## src/rtl/wb_uart_tx_fifo_pkg.sv

```systemverilog
//------------------------------------------------------------------------------
// Module  : wb_uart_tx_fifo_pkg
// Brief   : Shared register map, STATUS bit positions, serialiser state
//           encoding and baud divisor helper for the Wishbone UART TX block.
// Revision: 1.0 - initial release
//------------------------------------------------------------------------------
`default_nettype none

package wb_uart_tx_fifo_pkg;

    // Register selects (wb_adr_i[3:2])
    localparam logic [1:0] c_reg_data   = 2'd0;
    localparam logic [1:0] c_reg_status = 2'd1;
    localparam logic [1:0] c_reg_ctrl   = 2'd2;
    localparam logic [1:0] c_reg_rsvd   = 2'd3;

    // STATUS register bit positions
    localparam int c_st_busy  = 0;
    localparam int c_st_full  = 1;
    localparam int c_st_empty = 2;
    localparam int c_st_ovf   = 3;
    localparam int c_st_level = 8;

    // Serialiser states
    typedef enum logic [1:0] {
        S_IDLE  = 2'd0,
        S_START = 2'd1,
        S_DATA  = 2'd2,
        S_STOP  = 2'd3
    } tx_state_t;

    // Clock cycles per bit, rounded to nearest
    function automatic int calc_divisor(input int clk_hz, input int baud);
        return (clk_hz + baud / 2) / baud;
    endfunction

endpackage

`default_nettype wire

```

## src/rtl/wb_uart_tx_sync_fifo.sv

```systemverilog
//------------------------------------------------------------------------------
// Module  : wb_uart_tx_sync_fifo
// Brief   : Single-clock FIFO with occupancy level. Pushes while full and
//           pops while empty are ignored; pointers wrap modulo the depth.
// Revision: 1.0 - initial release
//------------------------------------------------------------------------------
`default_nettype none

module wb_uart_tx_sync_fifo #(
    parameter int WIDTH      = 8,
    parameter int DEPTH_LOG2 = 4
) (
    input  logic                  clock,
    input  logic                  reset,
    input  logic                  push,
    input  logic [WIDTH-1:0]      push_data,
    input  logic                  pop,
    output logic [WIDTH-1:0]      pop_data,
    output logic                  full,
    output logic                  empty,
    output logic [DEPTH_LOG2:0]   level
);

    localparam int                  c_depth      = 2 ** DEPTH_LOG2;
    localparam logic [DEPTH_LOG2:0] c_full_level = (DEPTH_LOG2 + 1)'(c_depth);

    logic [WIDTH-1:0]      r_mem [c_depth];
    logic [DEPTH_LOG2-1:0] r_wr_ptr;
    logic [DEPTH_LOG2-1:0] r_rd_ptr;
    logic [DEPTH_LOG2:0]   r_level;
    logic                  w_do_push;
    logic                  w_do_pop;

    assign full      = (r_level == c_full_level);
    assign empty     = (r_level == '0);
    assign level     = r_level;
    assign pop_data  = r_mem[r_rd_ptr];
    assign w_do_push = push & ~full;
    assign w_do_pop  = pop & ~empty;

    // Storage array: written on accepted pushes only
    always_ff @(posedge clock) begin
        if (w_do_push) begin
            r_mem[r_wr_ptr] <= push_data;
        end
    end

    // Pointers and level; simultaneous push and pop leave level unchanged
    always_ff @(posedge clock or posedge reset) begin
        if (reset) begin
            r_wr_ptr <= '0;
            r_rd_ptr <= '0;
            r_level  <= '0;
        end else begin
            if (w_do_push) begin
                r_wr_ptr <= r_wr_ptr + 1'b1;
            end
            if (w_do_pop) begin
                r_rd_ptr <= r_rd_ptr + 1'b1;
            end
            case ({w_do_push, w_do_pop})
                2'b10:   r_level <= r_level + 1'b1;
                2'b01:   r_level <= r_level - 1'b1;
                default: r_level <= r_level;
            endcase
        end
    end

endmodule

`default_nettype wire

```

## src/rtl/wb_uart_tx_fifo.sv

```systemverilog
//------------------------------------------------------------------------------
// Module  : wb_uart_tx_fifo
// Brief   : Wishbone-classic slave UART transmitter (8N1) with byte FIFO,
//           overflow flag and TX-empty interrupt.
// Revision: 1.0 - initial release
//------------------------------------------------------------------------------
`default_nettype none

module wb_uart_tx_fifo
    import wb_uart_tx_fifo_pkg::*;
#(
    parameter int CLK_FREQ_HZ     = 24000000,
    parameter int BAUD            = 115200,
    parameter int FIFO_DEPTH_LOG2 = 4
) (
    input  logic        clock,
    input  logic        reset,
    input  logic [3:0]  wb_adr_i,
    input  logic [31:0] wb_dat_i,
    output logic [31:0] wb_dat_o,
    input  logic [3:0]  wb_sel_i,
    input  logic        wb_we_i,
    input  logic        wb_cyc_i,
    input  logic        wb_stb_i,
    output logic        wb_ack_o,
    output logic        uart_tx,
    output logic        irq_o
);

    localparam int c_divisor = calc_divisor(CLK_FREQ_HZ, BAUD);
    localparam int c_baud_w  = (c_divisor < 2) ? 1 : $clog2(c_divisor);
    localparam logic [c_baud_w-1:0] c_baud_last = c_baud_w'(c_divisor - 1);

    generate
        if (c_divisor < 2) begin : g_bad_divisor
            $error("wb_uart_tx_fifo: baud divisor must be at least 2");
        end
    endgenerate

    logic                     r_ack;
    logic [31:0]              r_dat;
    logic                     r_ie;
    logic                     r_ovf;
    logic                     r_irq;
    logic                     r_tx;
    tx_state_t                r_state;
    logic [c_baud_w-1:0]      r_baud;
    logic [2:0]               r_bit;
    logic [7:0]               r_shift;

    logic                     w_access;
    logic                     w_wr;
    logic [1:0]               w_reg;
    logic                     w_push_req;
    logic                     w_pop;
    logic [7:0]               w_pop_data;
    logic                     w_full;
    logic                     w_empty;
    logic [FIFO_DEPTH_LOG2:0] w_level;
    logic [31:0]              w_rdata;
    logic                     w_unused;

    assign w_access   = wb_cyc_i & wb_stb_i & ~r_ack;
    assign w_wr       = w_access & wb_we_i;
    assign w_reg      = wb_adr_i[3:2];
    assign w_push_req = w_wr & (w_reg == c_reg_data) & wb_sel_i[0];
    assign w_pop      = (r_state == S_IDLE) & ~w_empty;
    assign w_unused   = &{1'b0, wb_adr_i[1:0], wb_sel_i[3:1], wb_dat_i[31:8]};

    assign wb_ack_o = r_ack;
    assign wb_dat_o = r_dat;
    assign uart_tx  = r_tx;
    assign irq_o    = r_irq;

    wb_uart_tx_sync_fifo #(
        .WIDTH      (8),
        .DEPTH_LOG2 (FIFO_DEPTH_LOG2)
    ) u_fifo (
        .clock     (clock),
        .reset     (reset),
        .push      (w_push_req),
        .push_data (wb_dat_i[7:0]),
        .pop       (w_pop),
        .pop_data  (w_pop_data),
        .full      (w_full),
        .empty     (w_empty),
        .level     (w_level)
    );

    // Register read multiplexer
    always_comb begin
        w_rdata = '0;
        case (w_reg)
            c_reg_status: begin
                w_rdata[c_st_busy]  = (r_state != S_IDLE);
                w_rdata[c_st_full]  = w_full;
                w_rdata[c_st_empty] = w_empty;
                w_rdata[c_st_ovf]   = r_ovf;
                w_rdata[c_st_level +: FIFO_DEPTH_LOG2 + 1] = w_level;
            end
            c_reg_ctrl: w_rdata[0] = r_ie;
            default:    w_rdata = '0;
        endcase
    end

    // Bus handshake: one-cycle registered ack, read data captured with it
    always_ff @(posedge clock or posedge reset) begin
        if (reset) begin
            r_ack <= 1'b0;
            r_dat <= '0;
        end else begin
            r_ack <= w_access;
            r_dat <= (w_access & ~wb_we_i) ? w_rdata : 32'h0;
        end
    end

    // Control/status registers and interrupt; full is judged pre-edge
    always_ff @(posedge clock or posedge reset) begin
        if (reset) begin
            r_ie  <= 1'b0;
            r_ovf <= 1'b0;
            r_irq <= 1'b0;
        end else begin
            if (w_wr && w_reg == c_reg_ctrl && wb_sel_i[0]) begin
                r_ie <= wb_dat_i[0];
            end
            if (w_push_req && w_full) begin
                r_ovf <= 1'b1;
            end else if (w_wr && w_reg == c_reg_status && wb_sel_i[0] && wb_dat_i[c_st_ovf]) begin
                r_ovf <= 1'b0;
            end
            r_irq <= r_ie & w_empty & (r_state == S_IDLE);
        end
    end

    // Serialiser: start bit, 8 data bits LSB first, stop bit
    always_ff @(posedge clock or posedge reset) begin
        if (reset) begin
            r_state <= S_IDLE;
            r_tx    <= 1'b1;
            r_baud  <= '0;
            r_bit   <= '0;
            r_shift <= '0;
        end else begin
            case (r_state)
                S_IDLE: begin
                    if (!w_empty) begin
                        r_shift <= w_pop_data;
                        r_tx    <= 1'b0;
                        r_baud  <= '0;
                        r_bit   <= '0;
                        r_state <= S_START;
                    end
                end
                S_START: begin
                    if (r_baud == c_baud_last) begin
                        r_baud  <= '0;
                        r_tx    <= r_shift[0];
                        r_state <= S_DATA;
                    end else begin
                        r_baud <= r_baud + c_baud_w'(1);
                    end
                end
                S_DATA: begin
                    if (r_baud == c_baud_last) begin
                        r_baud <= '0;
                        if (r_bit == 3'd7) begin
                            r_tx    <= 1'b1;
                            r_state <= S_STOP;
                        end else begin
                            r_bit   <= r_bit + 3'd1;
                            r_tx    <= r_shift[1];
                            r_shift <= {1'b0, r_shift[7:1]};
                        end
                    end else begin
                        r_baud <= r_baud + c_baud_w'(1);
                    end
                end
                S_STOP: begin
                    if (r_baud == c_baud_last) begin
                        r_baud  <= '0;
                        r_state <= S_IDLE;
                    end else begin
                        r_baud <= r_baud + c_baud_w'(1);
                    end
                end
                default: r_state <= S_IDLE;
            endcase
        end
    end

endmodule

`default_nettype wire

```

## config.mk

```make
export PLATFORM = sky130hd
export DESIGN_NAME = wb_uart_tx_fifo
export DESIGN_NICKNAME = d
export VERILOG_FILES = /design/src/rtl/wb_uart_tx_fifo_pkg.sv /design/src/rtl/wb_uart_tx_sync_fifo.sv /design/src/rtl/wb_uart_tx_fifo.sv
export SDC_FILE = /design/constraint.sdc
export NUM_CORES = 1
export LEC_CHECK = 0
export BUFFER_PORTS_ARGS = -buffer_cell sky130_fd_sc_hd__buf_2
export CAP_MARGIN = 10
export CORE_MARGIN = 1.5
export CORE_UTILIZATION = 59
export DETAILED_ROUTE_END_ITERATION = 6
export GPL_TIMING_DRIVEN = 0
export MAX_ROUTING_LAYER = met4
export PLACE_DENSITY = 0.79
export SYNTH_ARGS = -nofsm -noshare
export SYNTH_HDL_FRONTEND = slang
export SYNTH_HIERARCHICAL = 1
export SYNTH_SLANG_ARGS = --single-unit
export TNS_END_PERCENT = 30
```

## constraint.sdc

```tcl
create_clock -name clock -period 3.5 [get_ports clock]
set_clock_uncertainty 0.15 [all_clocks]
set_input_delay 0.7 -clock clock [delete_from_list [all_inputs] [get_ports clock]]
set_output_delay 0.7 -clock clock [all_outputs]
set_load 0.1 [all_outputs]
```

==> flow_summary.yaml <==
outcome:
  status: "completed"
global_routing:
  antenna_found_initial: 0
  grt_start_max_net_pins: 21
  track_usage_pct: 24.85
  overflow: 0
  grt_pass1_vias: 4533
  grt_pass1_wl_mm: 24.78
yosys:
  synth_compound_area_share_pct: 7.499
  avgSynthCellArea_um2: 14.66
  synth_seq_area_share_pct: 65.46
  ys_ff_latch: 176
  syn_inst: 526
  post_synth_and_or_nand_nor_area_fraction_pct: 7.239
  ys_warn_count: 6
  synth-main-ff-cell: "edfxtp_1"
  synth-adder-area-share_pct: 3.344
  synth_top_family_by_area: "multiplexers"
  yosysUniqueCellTypes: 55
  synthMuxAreaShare_pct: 9.755
  synth-xor-area-share_pct: 1.250
  netlist_area_um2: 7709
  synth_edf_count: 128
  async_reset_ff_share_pct: 27.27
critical_path:
  slowest_stage: "dfrtp_1"
  crit_family: "simple AND/OR/NAND/NOR gates"
  crit_type: "reg2reg"
  cp_data_arrival_time_ps: 3480
  critical-path-max-stage-delay_ps: 440
  critPathMaxFanout: 10
  crit_chain: "nor4_2 > and2b_2 > nand2b_1 > clkbuf_4 > inv_1 > nor2b_1 > buf_6 > ha_1 > ha_1 > nor2b_1 > o21ai_2 > a21oi_1 > or3b_1 > xnor2_1"
  crit_path_start_kind: "register"
  critPathLaunch: "u_fifo/level[2]"
  rr_startpoint: "u_fifo/level[2]"
  worst-path-buf-inv: 3
  worst_setup_path_end_kind: "register"
  worstRegToRegCells: 14
  required_ps: 3660
  crit_cells: 14
  r2r_slack_ps: 180
finish:
  fin_util_pct: 69.64
  instances_no_fill: 783
  antenna_cells: 0
  post-route-cell-area_um2: 8823
  area_delta_synth_final_pct: 14.46
  drive_gt1_share_pct: 22.59
  nets: 663
die:
  die_w_um: 117.3
  start_util_pct: 60.84
  dieArea_um2: 13760
  rows: 41
  io-pin-count: 80
  core_region_area_um2: 12670
  dieHeight_um: 117.3
route:
  vias: 4560
  drt-total-wl_mm: 15.83
  first_pass_iters: 5
  drc: 0
  wire_per_inst_um: 20.22
  antenna_left: 0
  first_iter_violations: 447
  vias_per_cell: 5.824
timing:
  rsz0062_at_grt: "no"
  setup_tns_ps: 0
  slew_violations: 0
  hold-worst-slack_ps: 168.0
  fmax_mhz: 301.5
  max_slew.worst_pin.slew_ps: 1217
  fin_crit_ps: 3317
  slew_headroom_pct: 18.26
  hold_violations: 0
  fin_ws_ps: 183.2
  fin_crit_sh_pct: 94.77
  setup_viol: 0
clock_tree:
  cts.sinks: 176
  htree_levels: 4
  cts_buffers: 17
  cts_tree: "done"
  clockBufferDepth: 2
  clock_latency_ps: 430
  post_cts_buffers: 0
  clkSlewWorstSetupHoldPaths_ps: 70
  cts_root_buffer: "clkbuf_16"
placement:
  io_buffers: 27
  gp_congestion: 0.8134
  place_area_um2: 8170
  dp_cells: 748
  pre_cts_ws_ps: -116.5
  post-dp-hpwl_mm: 10.36
power_and_ir_drop:
  p_per_area_nw_per_um2: 528.0
  ir_drop_mv: 0.4267
  leakage_nw: 3.630
  finalPower_mw: 4.658
min_path:
  worstHoldPathType: "in2async"
flow_run:
  drv_cap: 0
==> repair_timing <==
action | 4_1_cts | 5_1_grt
resized for setup | 1 | 3
hold buffers | 0 | 0
pin swaps | 0 | 1
setup endpoints to repair | 1 | 1
==> final timing paths <==
check,to
worst max-delay path,u_fifo/level[4]
max in group asynchronous,uart_tx
worst min-delay path,u_fifo/r_rd_ptr[3]
min in group clock,r_bit[0]
worst min register to register,r_bit[0]
worst max register to register,u_fifo/level[4]
==> area by class of cell <==
class | count | area, um2
well taps | 172 | 215.2
inverters | 20 | 75.07
flip-flops and latches | 176 | 5047
fillers | 852 | 3847
multi-input cells | 304 | 2333
clock inverters | 15 | 202.7
clock buffers | 17 | 425.4
plain buffers | 48 | 344.1
repair buffers | 31 | 180.2
==> cells by family (layout without fill, tap and decap cells) <==
| kind of cell | after synthesis | in the layout |
|---|---|---|
| xor+xnor | 11 | 11 |
| mux | 53 | 53 |
| fa+ha+maj | 20 | 20 |
| buf+inv | 68 | 131 |
| simple gates | 107 | 107 |
| compound gates | 90 | 90 |
| flops | 176 | 176 |
| other cells | 1 | 23 |
==> flip-flops by register name (all words and copies together) (netlist names), 2 cells and up <==
register and cells:
r_baud 8, r_bit 3, r_shift 8, r_state 2
u_fifo/level 5, u_fifo/r_mem 128, u_fifo/r_rd_ptr 4, u_fifo/r_wr_ptr 4
wb_dat_o 9
==> cell usage in the layout, fill, tap and decap left out, types with 3 or more instances in the layout <==
master     instances
a21oi_1           19
a221oi_1           8
a22oi_1           10
and2_1            11
and3_1             4
buf_1              3
buf_2             36
buf_4             24
buf_6              6
bufinv_16          3
clkbuf_1           6
clkbuf_16         17
clkinv_2           3
conb_1            23
dfrtp_1           46
edfxtp_1         128
ha_1              19
inv_1             20
inv_8              5
mux2_2             9
mux2i_1           26
mux4_2            16
nand2_1           25
nand2b_1           3
nand3_1           12
nand3b_1           5
nor2_1            24
nor2b_1            6
nor3_1             6
o21ai_0           27
o21ai_1            3
o32ai_1            7
xnor2_1            7
xor2_1             4
==> synth_stat cells (all sizes together), types with 10 or more instances <==
| library cell | number | share of area [%] |
|---|---|---|
| edfxtp | 128 | 50 |
| dfrtp | 47 | 15 |
| buf | 42 | 4.1 |
| o21ai | 32 | 2.1 |
| mux2i | 26 | 3.4 |
| nand2 | 26 | 1.4 |
| nor2 | 24 | 1.2 |
| inv | 20 | 0.97 |
| a21oi | 19 | 1.2 |
| ha | 19 | 3.1 |
| mux4 | 16 | 4.7 |
| and2 | 12 | 1.0 |
| nand3 | 12 | 0.78 |
| mux2 | 11 | 1.7 |
| a22oi | 10 | 0.97 |
==> metal layers <==
| metal | GRT usage (%) | wire length (um) |
|---|---|---|
| met1 | 29.99 | 6395 |
| met4 | 7.793 | 248 |
| met3 | 5.156 | 796 |
| met2 | 42.32 | 8389 |
| met5 | - | 0 |
==> power by group <==
part	total (mW)	internal (mW)	leakage [nW]	switching (mW)
registers	2.31	2.27	1.76	0.0346
clock network	1.99	1.15	0.310	0.834
logic	0.364	0.0970	1.56	0.267
total	4.66	3.52	3.63	1.14
No activity file was read; power rests on OpenSTA's default activity.
